### src/rtl/dc_mem_pkg.sv
// Shared types for the DC-stage data-memory sequencer: FSM states, bus size codes
// and the captured request record.
package dc_mem_pkg;

    typedef enum logic [2:0] {
        DC_MEM_IDLE  = 3'd0,
        DC_MEM_REQ   = 3'd1,
        DC_MEM_WAIT  = 3'd2,
        DC_MEM_DONE  = 3'd3,
        DC_MEM_DRAIN = 3'd4
    } dc_mem_state_e;

    localparam logic [1:0] SizeByte = 2'd0;
    localparam logic [1:0] SizeHalf = 2'd1;
    localparam logic [1:0] SizeWord = 2'd2;

    typedef struct packed {
        logic        wr;
        logic [1:0]  size;
        logic [3:0]  wstrb;
        logic [31:0] addr;
        logic [31:0] wdata;
    } dc_mem_req_t;

endpackage

### src/rtl/dc_mem_ctrl_size_dec.sv
// Derives bus transfer size and direction from the byte write-enables (stores)
// or the requested load size (loads).
module dc_size_dec
    import dc_mem_pkg::*;
(
    input  logic [3:0] wen_i,
    input  logic [1:0] req_size_i,
    output logic [1:0] size_o,
    output logic       wr_o
);

    always_comb begin
        wr_o   = |wen_i;
        size_o = SizeWord;
        if (!wr_o) begin
            // The reserved load size 3 falls back to a word access.
            if (req_size_i != 2'd3) begin
                size_o = req_size_i;
            end
        end else begin
            case (wen_i)
                4'b0001, 4'b0010, 4'b0100, 4'b1000: size_o = SizeByte;
                4'b0011, 4'b1100:                   size_o = SizeHalf;
                default:                            size_o = SizeWord;
            endcase
        end
    end

endmodule

### src/rtl/dc_mem_ctrl.sv
// DC-stage data-memory sequencer: runs one SRAM-like bus transaction per request,
// stalls the pipeline while it is outstanding and drains accepted transfers on flush.
module dc_mem_ctrl
    import dc_mem_pkg::*;
(
    input  logic        clk,
    input  logic        rst,
    input  logic        flush,
    input  logic        req_valid,
    input  logic [3:0]  req_wen,
    input  logic [1:0]  req_size,
    input  logic [31:0] req_addr,
    input  logic [31:0] req_wdata,
    output logic        stallreq,
    output logic [31:0] rdata_o,
    output logic        rdata_valid,
    output logic        data_req,
    output logic        data_wr,
    output logic [1:0]  data_size,
    output logic [3:0]  data_wstrb,
    output logic [31:0] data_addr,
    output logic [31:0] data_wdata,
    input  logic        data_addr_ok,
    input  logic        data_data_ok,
    input  logic [31:0] data_rdata
);

    dc_mem_state_e state_q, state_d;
    dc_mem_req_t   req_q, req_d;
    logic [31:0]   rdata_q, rdata_d;
    logic [1:0]    dec_size;
    logic          dec_wr;
    logic          capture;

    dc_size_dec u_size_dec (
        .wen_i      (req_wen),
        .req_size_i (req_size),
        .size_o     (dec_size),
        .wr_o       (dec_wr)
    );

    always_ff @(posedge clk) begin
        if (rst) begin
            state_q <= DC_MEM_IDLE;
            req_q   <= '0;
            rdata_q <= '0;
        end else begin
            state_q <= state_d;
            req_q   <= req_d;
            rdata_q <= rdata_d;
        end
    end

    always_comb begin
        state_d = state_q;
        case (state_q)
            DC_MEM_IDLE: begin
                if (req_valid && !flush) state_d = DC_MEM_REQ;
            end
            DC_MEM_REQ: begin
                if (data_addr_ok && data_data_ok) begin
                    state_d = flush ? DC_MEM_IDLE : DC_MEM_DONE;
                end else if (data_addr_ok) begin
                    state_d = flush ? DC_MEM_DRAIN : DC_MEM_WAIT;
                end else if (flush) begin
                    state_d = DC_MEM_IDLE;
                end
            end
            DC_MEM_WAIT: begin
                if (data_data_ok) begin
                    state_d = flush ? DC_MEM_IDLE : DC_MEM_DONE;
                end else if (flush) begin
                    state_d = DC_MEM_DRAIN;
                end
            end
            DC_MEM_DONE: state_d = DC_MEM_IDLE;
            DC_MEM_DRAIN: begin
                if (data_data_ok) state_d = DC_MEM_IDLE;
            end
            default: state_d = DC_MEM_IDLE;
        endcase
    end

    // Fields are frozen from capture until the next request, so the bus sees them stable.
    assign capture = (state_q == DC_MEM_IDLE) && req_valid && !flush;

    always_comb begin
        req_d   = req_q;
        rdata_d = rdata_q;
        if (capture) begin
            req_d.wr    = dec_wr;
            req_d.size  = dec_size;
            req_d.wstrb = req_wen;
            req_d.addr  = req_addr;
            req_d.wdata = req_wdata;
        end
        if (state_d == DC_MEM_DONE) begin
            rdata_d = data_rdata;
        end
    end

    always_comb begin
        data_req    = 1'b0;
        rdata_valid = 1'b0;
        stallreq    = 1'b0;
        case (state_q)
            DC_MEM_IDLE:  stallreq = req_valid && !flush;
            DC_MEM_REQ: begin
                data_req = 1'b1;
                stallreq = 1'b1;
            end
            DC_MEM_WAIT:  stallreq = 1'b1;
            DC_MEM_DONE:  rdata_valid = 1'b1;
            DC_MEM_DRAIN: stallreq = req_valid;
            default: ;
        endcase
    end

    assign data_wr    = req_q.wr;
    assign data_size  = req_q.size;
    assign data_wstrb = req_q.wstrb;
    assign data_addr  = req_q.addr;
    assign data_wdata = req_q.wdata;
    assign rdata_o    = rdata_q;

endmodule

### config.mk
export PLATFORM = sky130hd
export DESIGN_NAME = dc_mem_ctrl
export DESIGN_NICKNAME = d
export VERILOG_FILES = /design/src/rtl/dc_mem_pkg.sv /design/src/rtl/dc_mem_ctrl_size_dec.sv /design/src/rtl/dc_mem_ctrl.sv
export SDC_FILE = /design/constraint.sdc
export NUM_CORES = 1
export LEC_CHECK = 0
export ABC_AREA = 1
export CAP_MARGIN = 10
export CORE_MARGIN = 5
export CORE_UTILIZATION = 43
export DETAILED_ROUTE_END_ITERATION = 8
export HOLD_SLACK_MARGIN = 0.02
export PLACE_DENSITY = 0.95
export SYNTH_ARGS = -nofsm -noshare
export SYNTH_HDL_FRONTEND = slang
export SYNTH_SLANG_ARGS = --single-unit
### constraint.sdc
create_clock -name clk -period 2.3 [get_ports clk]
set_input_delay 0.345 -clock clk [delete_from_list [all_inputs] [get_ports clk]]
set_output_delay 0.345 -clock clk [all_outputs]
set_load 0.05 [all_outputs]
; Word-level counts from Yosys, hierarchy flattened
; Index checks and enable logic that the tools add are counted.
[classes]
add_sub_neg = 0
mul = 0
n_div = 0
n_lt_le_gt_ge = 0
eq_ne = 12
shifts = 0
mux = 16
bitwise = 0
reduce_logical = 10
[op_table]
columns = cell, count
row1 = $mux 3, 8
row2 = $pmux 3 s4, 1
row3 = $eq 3x2->1 const B, 3
row4 = $eq 4x2->1 const B, 2
row5 = $eq 4x4->1 const B, 2
row6 = $reduce_or 4->1, 2
row7 = $mux 2, 3
row8 = $eq 4x1->1 const B, 1
row9 = $eq 4x3->1 const B, 1
row10 = $logic_and 1x1->1, 4
row11 = $pmux 2 s2, 1
row12 = $reduce_or 2->1, 2
row13 = $eq 3x1->1 const B, 1
row14 = $eq 3x3->1 const B, 1
row15 = $logic_not 3->1, 1
row16 = $pmux 1 s3, 1
row17 = $mux 1, 2
row18 = $ne 2x2->1 const B, 1
row19 = $logic_not 1->1, 1
[word_totals]
register_bits = 106
latchBits = 0
ram_bits = 0
mem_bits_ro = 0
memories = 0

; Depth between registers and ports, before layout
; Gate-level depths: netlist of run 1.
[logic_depth]
ltp_word = 5
depth_mapped = 9
depth_no_buf = 8

; Cells and area by module
; From an unflattened synthesis of run 1, not the netlist that was laid out.
[unflattened]
cells_unflattened = 570
hier_area_um2 = 4413.0
[by_module_without_submodules]
columns = mod, n_inst, cells_per_inst, area_per_inst_um2, seq_area_each_um2
row1 = dc_mem_ctrl, 1, 550, 4332.9, 2122.0
row2 = dc_size_dec, 1, 20, 80.1, 0.0

; Worst setup path after synthesis of run 1
; Ideal clock, no wire load.
[synth_path]
kind = register -> register
start = register state_q[0]
end = register rdata_q[23], in the netlist rdata_o[23]
setup_time_ps = 115
arrival_time_ps = 1688
required_time_ps = 2185
slack_ps = 497
stages_incl_launch_ff = 10
n_path_buf = 2
synth_period_minus_slack_ps = 1803
cell_sequence = dfxtp_1 > buf_4 > nand2_1 > nor2_2 > nand3_1 > nand3_4 > buf_2 > nand3_1 > nand2_1 > nor2_1
[synth_between]
elab_chain_len = 5
[synth_lines]
columns = element, line_no
row1 = start: declaration, dc_mem_ctrl.sv:28  ; dc_mem_state_e state_q, state_d;
row2 = start signal: assignment, dc_mem_ctrl.sv:48  ; state_q <= state_d;
row3 = $mux 3, dc_mem_ctrl.sv:65  ; end else if (flush) begin
row4 = $mux 3, dc_mem_ctrl.sv:63  ; end else if (data_addr_ok) begin
row5 = $mux 3, dc_mem_ctrl.sv:61  ; if (data_addr_ok && data_data_ok) begin
row6 = $pmux 3 s4 (*), dc_mem_ctrl.sv:56  ; case (state_q)
row7 = $eq 3x2->1 (*), dc_mem_ctrl.sv:97  ; if (state_d == DC_MEM_DONE) begin
row8 = end signal: assignment, dc_mem_ctrl.sv:50  ; rdata_q <= rdata_d;
row9 = end: declaration, dc_mem_ctrl.sv:30  ; logic [31:0] rdata_q, rdata_d;
; Mark *: on every way between the ends. The rest lies on a longest branch, timed or not.
; A chain may end at the register's enable or synchronous reset.

; Final worst setup path of run 1
[layout_path]
start = register state_q[0]
end = output port data_req
[layout_between]
elab_chain_len = 2
[layout_lines]
columns = element, line_no
row1 = $eq 3x1->1, dc_mem_ctrl.sv:106  ; case (state_q)
row2 = $mux 1, dc_mem_ctrl.sv:106
row3 = end: declaration, dc_mem_ctrl.sv:17  ; output logic data_req,
; No other way between the ends.

==> results summary, run 1 <==
The flow ran to the end, and the final reports show no timing, DRC or antenna violations. The most common cell after layout, fill and taps aside is sky130_fd_sc_hd__clkdlybuf4s50_1. The cell area after layout came out at 6563 um^2. The first-pass iteration count of the detailed router is 6.

The initial antenna violation count came to 0. After detailed routing, the number of vias per cell comes to 4.894. The number of nets handed over by synthesis was 672. In this run the post-CTS setup repair buffer count came out at 0.

The slew at the pin closest to its max-slew limit is just under 0.6 ns. STA classifies the critical path startpoint as a flip-flop. The min-delay analysis places its worst path in the category in2reg.

Clock skew on the completed layout was measured at 0.01300 ns. The horizontal die dimension came out at 108.6 um. The worst slack at placement is 0.2655 ns.

The root buffer cell is sky130_fd_sc_hd__clkbuf_8. The count of port buffers added during placement came out at 213. The clock-pin slew on the worst setup and hold paths is 0.10 ns. Counting I/O delays and the setup requirement, the final critical path takes 2.030 ns.

For this design the static power due to leakage is 0.002541 uW. In this run the vertical extent of the chip is 108.6 um. During synthesis, Yosys emitted a total of 0 warnings. The post-detailed-routing wire length is about 13 mm. The data arrival time of the critical path came out at 1.68 ns. The number of H-tree levels is 3.

The cell area after synthesis came out at ~4200 um^2. The die covers 11780 um^2. The number of antenna diodes in the final layout is 0. The critical path launch point is state_q[0]$_SDFF_PP0_. The peak fanout along the critical path came out at 8. Across the VDD grid, the largest voltage drop is 390.0 uV. In this run the critical register-to-register path is launched from state_q[0]$_SDFF_PP0_. TritonCTS built the clock tree. The CTS buffer count came out at 9. The starting DRC count in detailed routing is 202. The via count of the first global-routing pass came out at 4280. The power density relative to cell area is between 500 and 600 nW/um^2. The initial utilization of the core area, before any placement, comes to 43.33%. The hold buffer count at cts is 0.

The number of primary I/O pins is 214. After detailed placement, the total cell area comes to 6397 um^2. The global-route usage over all layers is 21.03%. The largest net degree at the start of global routing is 73. The placeable core region is 9639 um^2. The clock network latency to the later pin of the worst-skew pair is between 0.3 and 0.4 ns.

The sequential cell area fraction in the yosys report is 50.81%. For this design, the sink count on the clock tree is approximately 110. The routed layout has 4375 vias. The total DRC errors in the routed layout is 0.

At the end of the flow the core is filled with cells to 68.08%. The worst setup path is captured at a primary output. The setup slack of the critical path after layout is 0.2705 ns. The relative slew slack is 61.34%.

The fraction of final layout cells with drive strength greater than 1 is 5.519%. The startpoint identified for the worst hold timing path is rst. The number of max-slew violations in the final report was 0.

Leaving out fill and tap cells, the most frequent cells in the layout are sky130_fd_sc_hd__clkdlybuf4s50_1, sky130_fd_sc_hd__nand2_1, sky130_fd_sc_hd__dfxtp_1, sky130_fd_sc_hd__a21oi_1, sky130_fd_sc_hd__nor2_1. Once detailed placement completed, the half-perimeter wirelength came to between 9 and 10 mm. The mean instance size in the synthesized netlist came out at 7.405 um^2. The maximum count of clock buffers along a single path is 2. The gate count after technology mapping came out at 564. The weighted congestion reported at the end of routability-driven placement is 0.8852. The layout overhead on the synthesized area is 57.13%. The flip-flop and latch count after synthesis is 106.

The number of nets in the layout is 866. The count of endpoints failing hold in the final timing report is 0. The count of final setup violators is 0. The detail-routed net length per standard cell is 14.23 um. The final total negative setup slack came out at 0 ns. The highest clock frequency the design can meet is 0.4927 GHz.

The tool flagged a number of max-cap violations equal to 0. The synthesized netlist contains 25 unique library cells. The number of nets with antenna violations after detailed routing came out at 0. The floorplan has 36 rows. The total grt overflow is 0. The endpoint required time on the critical path came out at 1.96 ns. The global-route wire length before repair is 19.99 mm.

Setup repair after global routing left no endpoint under its margin. The worst setup path is of the reg2out kind. The tightest hold path in the finished design has a slack of 0.4190 ns. The part of the cycle the worst path needs is 88.24%.
flip-flops by register name, summed over array words and instances (netlist names):
signal      cells
data_addr      32
data_wdata     32
rdata_o        32
data_wstrb      4
state_q         3
data_size       2
data_wr         1
cell type report:
class                           instances  area (um^2)
Fill cell                             782         3077
Timing Repair Buffer                  223         2263
Sequential cell                       106         2122
Multi-Input combinational cell        377         1693
Tap cell                              133        166.4
Inverter                               41        153.9
Clock buffer                            9        123.9
Clock inverter                          5        40.04
final timing paths:
| path | to | cells after the start | slack [ns] |
|---|---|---|---|
| hold / removal | data_size[1]$_SDFFE_PP0P_ | 4 | 0.42 |
| setup / recovery | data_req | 3 | 0.27 |
| setup reg to reg | rdata_o[29]$_SDFFE_PP0N_ | 8 | 0.61 |
| hold reg to reg | data_addr[10]$_SDFFE_PP0P_ | 2 | 0.47 |
per-stage QoR:
step           cells  total power, uW
6_report         894             3799
5_1_grt          894             3990
4_1_cts          894             3838
3_5_place_dp     880             2848
3_3_place_gp     880             2825
2_1_floorplan    564             2454
worst max-delay path: stages, from the launching register on:
cell                            delay (ns)
sky130_fd_sc_hd__dfxtp_1              0.51
sky130_fd_sc_hd__nand2_1              0.11
sky130_fd_sc_hd__nor2_2               0.15
sky130_fd_sc_hd__dlygate4sd2_1        0.57
cell families after synthesis:
family	Yosys count	share of synthesized area, %
compound gates	112	14.68
flops	106	50.81
buf+inv	81	8.838
simple gates	265	25.67
synth_stat cells:
| cell | count | area [um^2] |
|---|---|---|
| sky130_fd_sc_hd__a211oi_1 | 1 | 7.510 |
| sky130_fd_sc_hd__a21oi_1 | 91 | 455.4 |
| sky130_fd_sc_hd__a21oi_2 | 10 | 87.58 |
| sky130_fd_sc_hd__a31oi_1 | 3 | 18.77 |
| sky130_fd_sc_hd__and2_1 | 1 | 6.260 |
| sky130_fd_sc_hd__buf_2 | 10 | 50.05 |
| sky130_fd_sc_hd__buf_4 | 10 | 75.07 |
| sky130_fd_sc_hd__buf_6 | 2 | 22.52 |
| sky130_fd_sc_hd__clkbuf_1 | 18 | 67.56 |
| sky130_fd_sc_hd__clkinv_1 | 1 | 3.750 |
| sky130_fd_sc_hd__dfxtp_1 | 106 | 2122 |
| sky130_fd_sc_hd__inv_1 | 38 | 142.6 |
| sky130_fd_sc_hd__inv_2 | 2 | 7.510 |
| sky130_fd_sc_hd__nand2_1 | 179 | 671.9 |
| sky130_fd_sc_hd__nand3_1 | 36 | 180.2 |
| sky130_fd_sc_hd__nand3_4 | 1 | 17.52 |
| sky130_fd_sc_hd__nand4_1 | 2 | 12.51 |
| sky130_fd_sc_hd__nor2_1 | 42 | 157.7 |
| sky130_fd_sc_hd__nor2_2 | 1 | 6.260 |
| sky130_fd_sc_hd__nor3_1 | 2 | 10.01 |
| sky130_fd_sc_hd__nor3_2 | 1 | 10.01 |
| sky130_fd_sc_hd__o21a_1 | 1 | 7.510 |
| sky130_fd_sc_hd__o21ai_0 | 4 | 20.02 |
| sky130_fd_sc_hd__o21ai_2 | 1 | 8.760 |
| sky130_fd_sc_hd__o21bai_1 | 1 | 7.510 |
repair_timing:
item	in CTS	in global routing
pin swaps	0	0
setup endpoints to repair	1	1
resized for setup	1	1
layer usage:
layer | vias up | part of all wire (%) | routed length, um | global-route usage (%)
met2 | 198 | 50 | 6325 | 36.50
met4 | 0 | 1.2 | 154 | 5.410
li1 | 2177 | - | - | -
met1 | 1988 | 38 | 4841 | 23.57
met5 | - | 0 | 0 | 0
met3 | 12 | 11 | 1402 | 9.194
where the power goes:
part	leakage, uW	switching (uW)	total, uW	internal [uW]
registers	0.000862	40.6	1940	1900
clock network	0.0000742	605	995	390
logic	0.00161	497	860	363
(Power assumes the default switching activity.)
==> run 2: changes to the inputs <==
--- a/config.mk
+++ b/config.mk
@@ -8,10 +8,10 @@
 export ABC_AREA = 1
 export CAP_MARGIN = 10
 export CORE_MARGIN = 5
-export CORE_UTILIZATION = 43
+export CORE_UTILIZATION = 40
 export DETAILED_ROUTE_END_ITERATION = 8
 export HOLD_SLACK_MARGIN = 0.02
-export PLACE_DENSITY = 0.95
+export PLACE_DENSITY = 0.91
 export SYNTH_ARGS = -nofsm -noshare
 export SYNTH_HDL_FRONTEND = slang
 export SYNTH_SLANG_ARGS = --single-unit
==> constraint.sdc (replaced) <==
create_clock -name clk -period 2.1 [get_ports clk]
set_input_delay 0.315 -clock clk [delete_from_list [all_inputs] [get_ports clk]]
set_output_delay 0.315 -clock clk [all_outputs]
set_load 0.05 [all_outputs]
==> run 2 against run 1 <==
- clock-buffer cell count increased by 1
- clock power up 19%
- utilization down 3.9 points
- largest power group unchanged
- register-to-register slack got worse by 0.17 ns
- routed wire length decreased by 2.9%
- cell count rose by 0.67%
- first-iteration DRC count rose by 37%
- critical endpoint is now stallreq
- sequential cell count unchanged
- critical path type unchanged
- worst hold slack better by 0.048 ns
- worst setup slack worse by 0.12 ns
- highest routed layer unchanged
- critical path depth grew 3
- non-clock buffer count grew 1
==> results summary, run 2 (same netlist as run 1, synthesis figures left out) <==
The flow ran to the end, and the final reports show no timing, DRC or antenna violations. In this run, placement finished with an instance count of between 800 and 900. The post-detailed-routing wire length came out at 12.35 mm. The post-route clock skew is 0.01621 ns. The sequential cells in the finished layout cover a total of around 2100 um^2.

The starting DRC count in detailed routing came out at 276. Entering global routing, the biggest net connects 73 pins. Tracing the worst setup path back leads to its startpoint at state_q[0]$_SDFF_PP0_.

The startpoint identified for the worst register-to-register timing path is state_q[0]$_SDFF_PP0_. The power density relative to cell area came out at 643.7 nW/um^2. The layout overhead on the synthesized area came out at 57.82%. The horizontal die dimension is 112.2 um.

The fraction of final layout cells with drive strength greater than 1 came out at roughly 6.2%. The initial antenna violation count came out at 0. The tree is rooted in a sky130_fd_sc_hd__clkbuf_8. The kind of path behind the tightest hold check is reg2reg. The final total negative setup slack is 0 ns. In the routed design, unresolved DRC markers number 0. Setup repair after global routing left no endpoint under its margin.

The via count of the first global-routing pass was 4071. The number of H-tree levels is 3. The data arrival time of the critical path is 1.63 ns. TritonCTS built the clock tree.

The peak fanout along the critical path came out at 8. The register-to-register setup slack came out at 0.44 ns. The endpoint required time on the critical path came out at ~1.8 ns.

The placeable core region came out at between 10000 and 15000 um^2. The clock period minus worst slack came out at 1.946 ns. Port buffering added 213 buffers.

The filler cell count came out at 842. The post-CTS repair timing setup buffer count is 0. The count of final setup violators is 0. The number of rows created at floorplan came out at 37. The area of the die came out at 12580 um^2. The number of antenna cells inserted is 0. The number of primary I/O pins is between 200 and 250. The reg-to-reg critical path endpoint is rdata_o[1]$_SDFFE_PP0N_.

The total grt overflow is 0. The clock-pin slew on the worst setup and hold paths is 0.09 ns. The number of max-slew violations in the final report is 0. The final standard cell count with taps included and fillers excluded came out at 900.

The global-route wire length before repair is about 20 mm. The global-route usage over all layers is 18.74%. The detail-routed net length per standard cell came out at 13.72 um. The number of nets with antenna violations after detailed routing came out at 0.

Counting cells, the worst reg-to-reg path comes to 8. The count of endpoints failing hold in the final timing report came out at 0. By startpoint and endpoint, the worst setup path is classified as reg2out. The slew at the pin closest to its max-slew limit came out at 0.5861 ns. The tool flagged a number of max-cap violations equal to 0. The number of gates resized after cts came out at 0. The highest clock frequency the design can meet came out at 0.5140 GHz.

The worst setup path is captured at a primary output. At the end of routability-driven placement, the weighted congestion stood at 0.8141. The setup slack of the critical path after layout is about 0.15 ns.

The worst slack at placement came out at roughly 0.12 ns. The library cells used most frequently in the layout, excluding fill and tap cells, are sky130_fd_sc_hd__clkdlybuf4s50_1, sky130_fd_sc_hd__nand2_1, sky130_fd_sc_hd__dfxtp_1, sky130_fd_sc_hd__a21oi_1, sky130_fd_sc_hd__nor2_1. In this run the tightest slew margin relative to its limit is 60.80%. The overall die height is approximately 110 um. After the last flow step, the layout net total stands at 867. The hold buffer count at cts is 0. The worst supply voltage drop on vdd is 432.8 uV. The CTS buffer count came out at 9. The routed layout has 4272 vias. The number of clock sinks seen by CTS is 106. The first-pass iteration count of the detailed router is 6. The worst path uses between 90 and 100% of the clock period. No sink is reached through more buffers than the 2 on the longest clock path. The initial core utilization came out at 40.64%. The worst setup path is launched from a flip-flop. Detailed placement finished with a half-perimeter wire length of 9.097 mm. The average via count per standard cell came out at 4.747. In this run the static leakage power is roughly 0.0025 uW. The clock network latency to the later pin of the worst-skew pair is 0.35 ns. The multi-input logic area is roughly 1700 um^2. Leaving out fill and tap cells, the most frequent cell in the layout is sky130_fd_sc_hd__clkdlybuf4s50_1. The timing endpoint of the critical path is stallreq.
==> run 2: cell count changes in the layout (fill, tap and decap cells not counted) <==
cell,previous run,this run
sky130_fd_sc_hd__clkinvlp_4,3,2
sky130_fd_sc_hd__dlygate4sd2_1,1,0
sky130_fd_sc_hd__inv_6,2,1
sky130_fd_sc_hd__buf_4,6,9
sky130_fd_sc_hd__clkbuf_8,9,10
sky130_fd_sc_hd__clkinv_4,0,3
sky130_fd_sc_hd__dlymetal6s2s_1,1,0
==> run 2: per-layer routing <==
| layer | vias to the layer above | track usage, % | routed length, um |
|---|---|---|---|
| met3 | 14 | 8.949 | 1155 |
| met2 | 153 | 31.82 | 5912 |
| met4 | 0 | 4.567 | 204 |
| met1 | 1926 | 21.31 | 5076 |
| li1 | 2179 | - | - |
| met5 | - | 0 | 0 |
==> run 2: cell type report <==
class,instances,share of cell area [%]
Clock buffer,10,2.088
Sequential cell,106,32.19
Multi-Input combinational cell,377,25.68
Inverter,41,2.335
Clock inverter,6,0.7593
Tap cell,136,2.582
Timing Repair Buffer,224,34.36
==> run 2: worst min path at each step <==
stage	slack (ns)	to	from	depth (start not counted)
6_report	0.47	data_addr[3]$_SDFFE_PP0P_	data_addr[3]$_SDFFE_PP0P_	2
5_1_grt	0.48	data_wdata[12]$_SDFFE_PP0P_	req_wdata[12]	3
4_1_cts	0.47	data_addr[3]$_SDFFE_PP0P_	data_addr[3]$_SDFFE_PP0P_	2
3_5_place_dp	0.45	data_addr[25]$_SDFFE_PP0P_	data_addr[25]$_SDFFE_PP0P_	2
3_3_place_gp	0.45	data_wdata[13]$_SDFFE_PP0P_	data_wdata[13]$_SDFFE_PP0P_	2
2_1_floorplan	0.46	data_addr[0]$_SDFFE_PP0P_	req_addr[0]	2
==> run 2: where the power goes <==
| group | leakage (uW) | switching, uW | total (uW) | internal, uW |
|---|---|---|---|---|
| Combinational | 0.00159 | 542 | 940 | 398 |
| Sequential | 0.000862 | 40.2 | 2130 | 2080 |
| Clock | 0.0000891 | 703 | 1180 | 475 |
| Total | 0.00254 | 1280 | 4240 | 2960 |
==> run 2: critical path, cell delays in order, from the launching register on <==
cell and delay [ns]:
sky130_fd_sc_hd__dfxtp_1 0.49, sky130_fd_sc_hd__nor2_1 0.07, sky130_fd_sc_hd__nand4_1 0.18, sky130_fd_sc_hd__inv_2 0.09, sky130_fd_sc_hd__a211oi_1 0.21, sky130_fd_sc_hd__inv_1 0.10, sky130_fd_sc_hd__buf_12 0.15
==> run 2: through the flow <==
step	util, %	instance area [um^2]	hold WS [ns]	total power (uW)
final	64.13	6591	0.4674	4243
after floorplan	-	4177	0.4589	2687
after global placement	62.31	6404	0.4508	3101
after detailed placement	62.31	6404	0.4543	3114
after global routing	64.13	6591	0.4797	4460
after CTS	64.13	6591	0.4711	4304
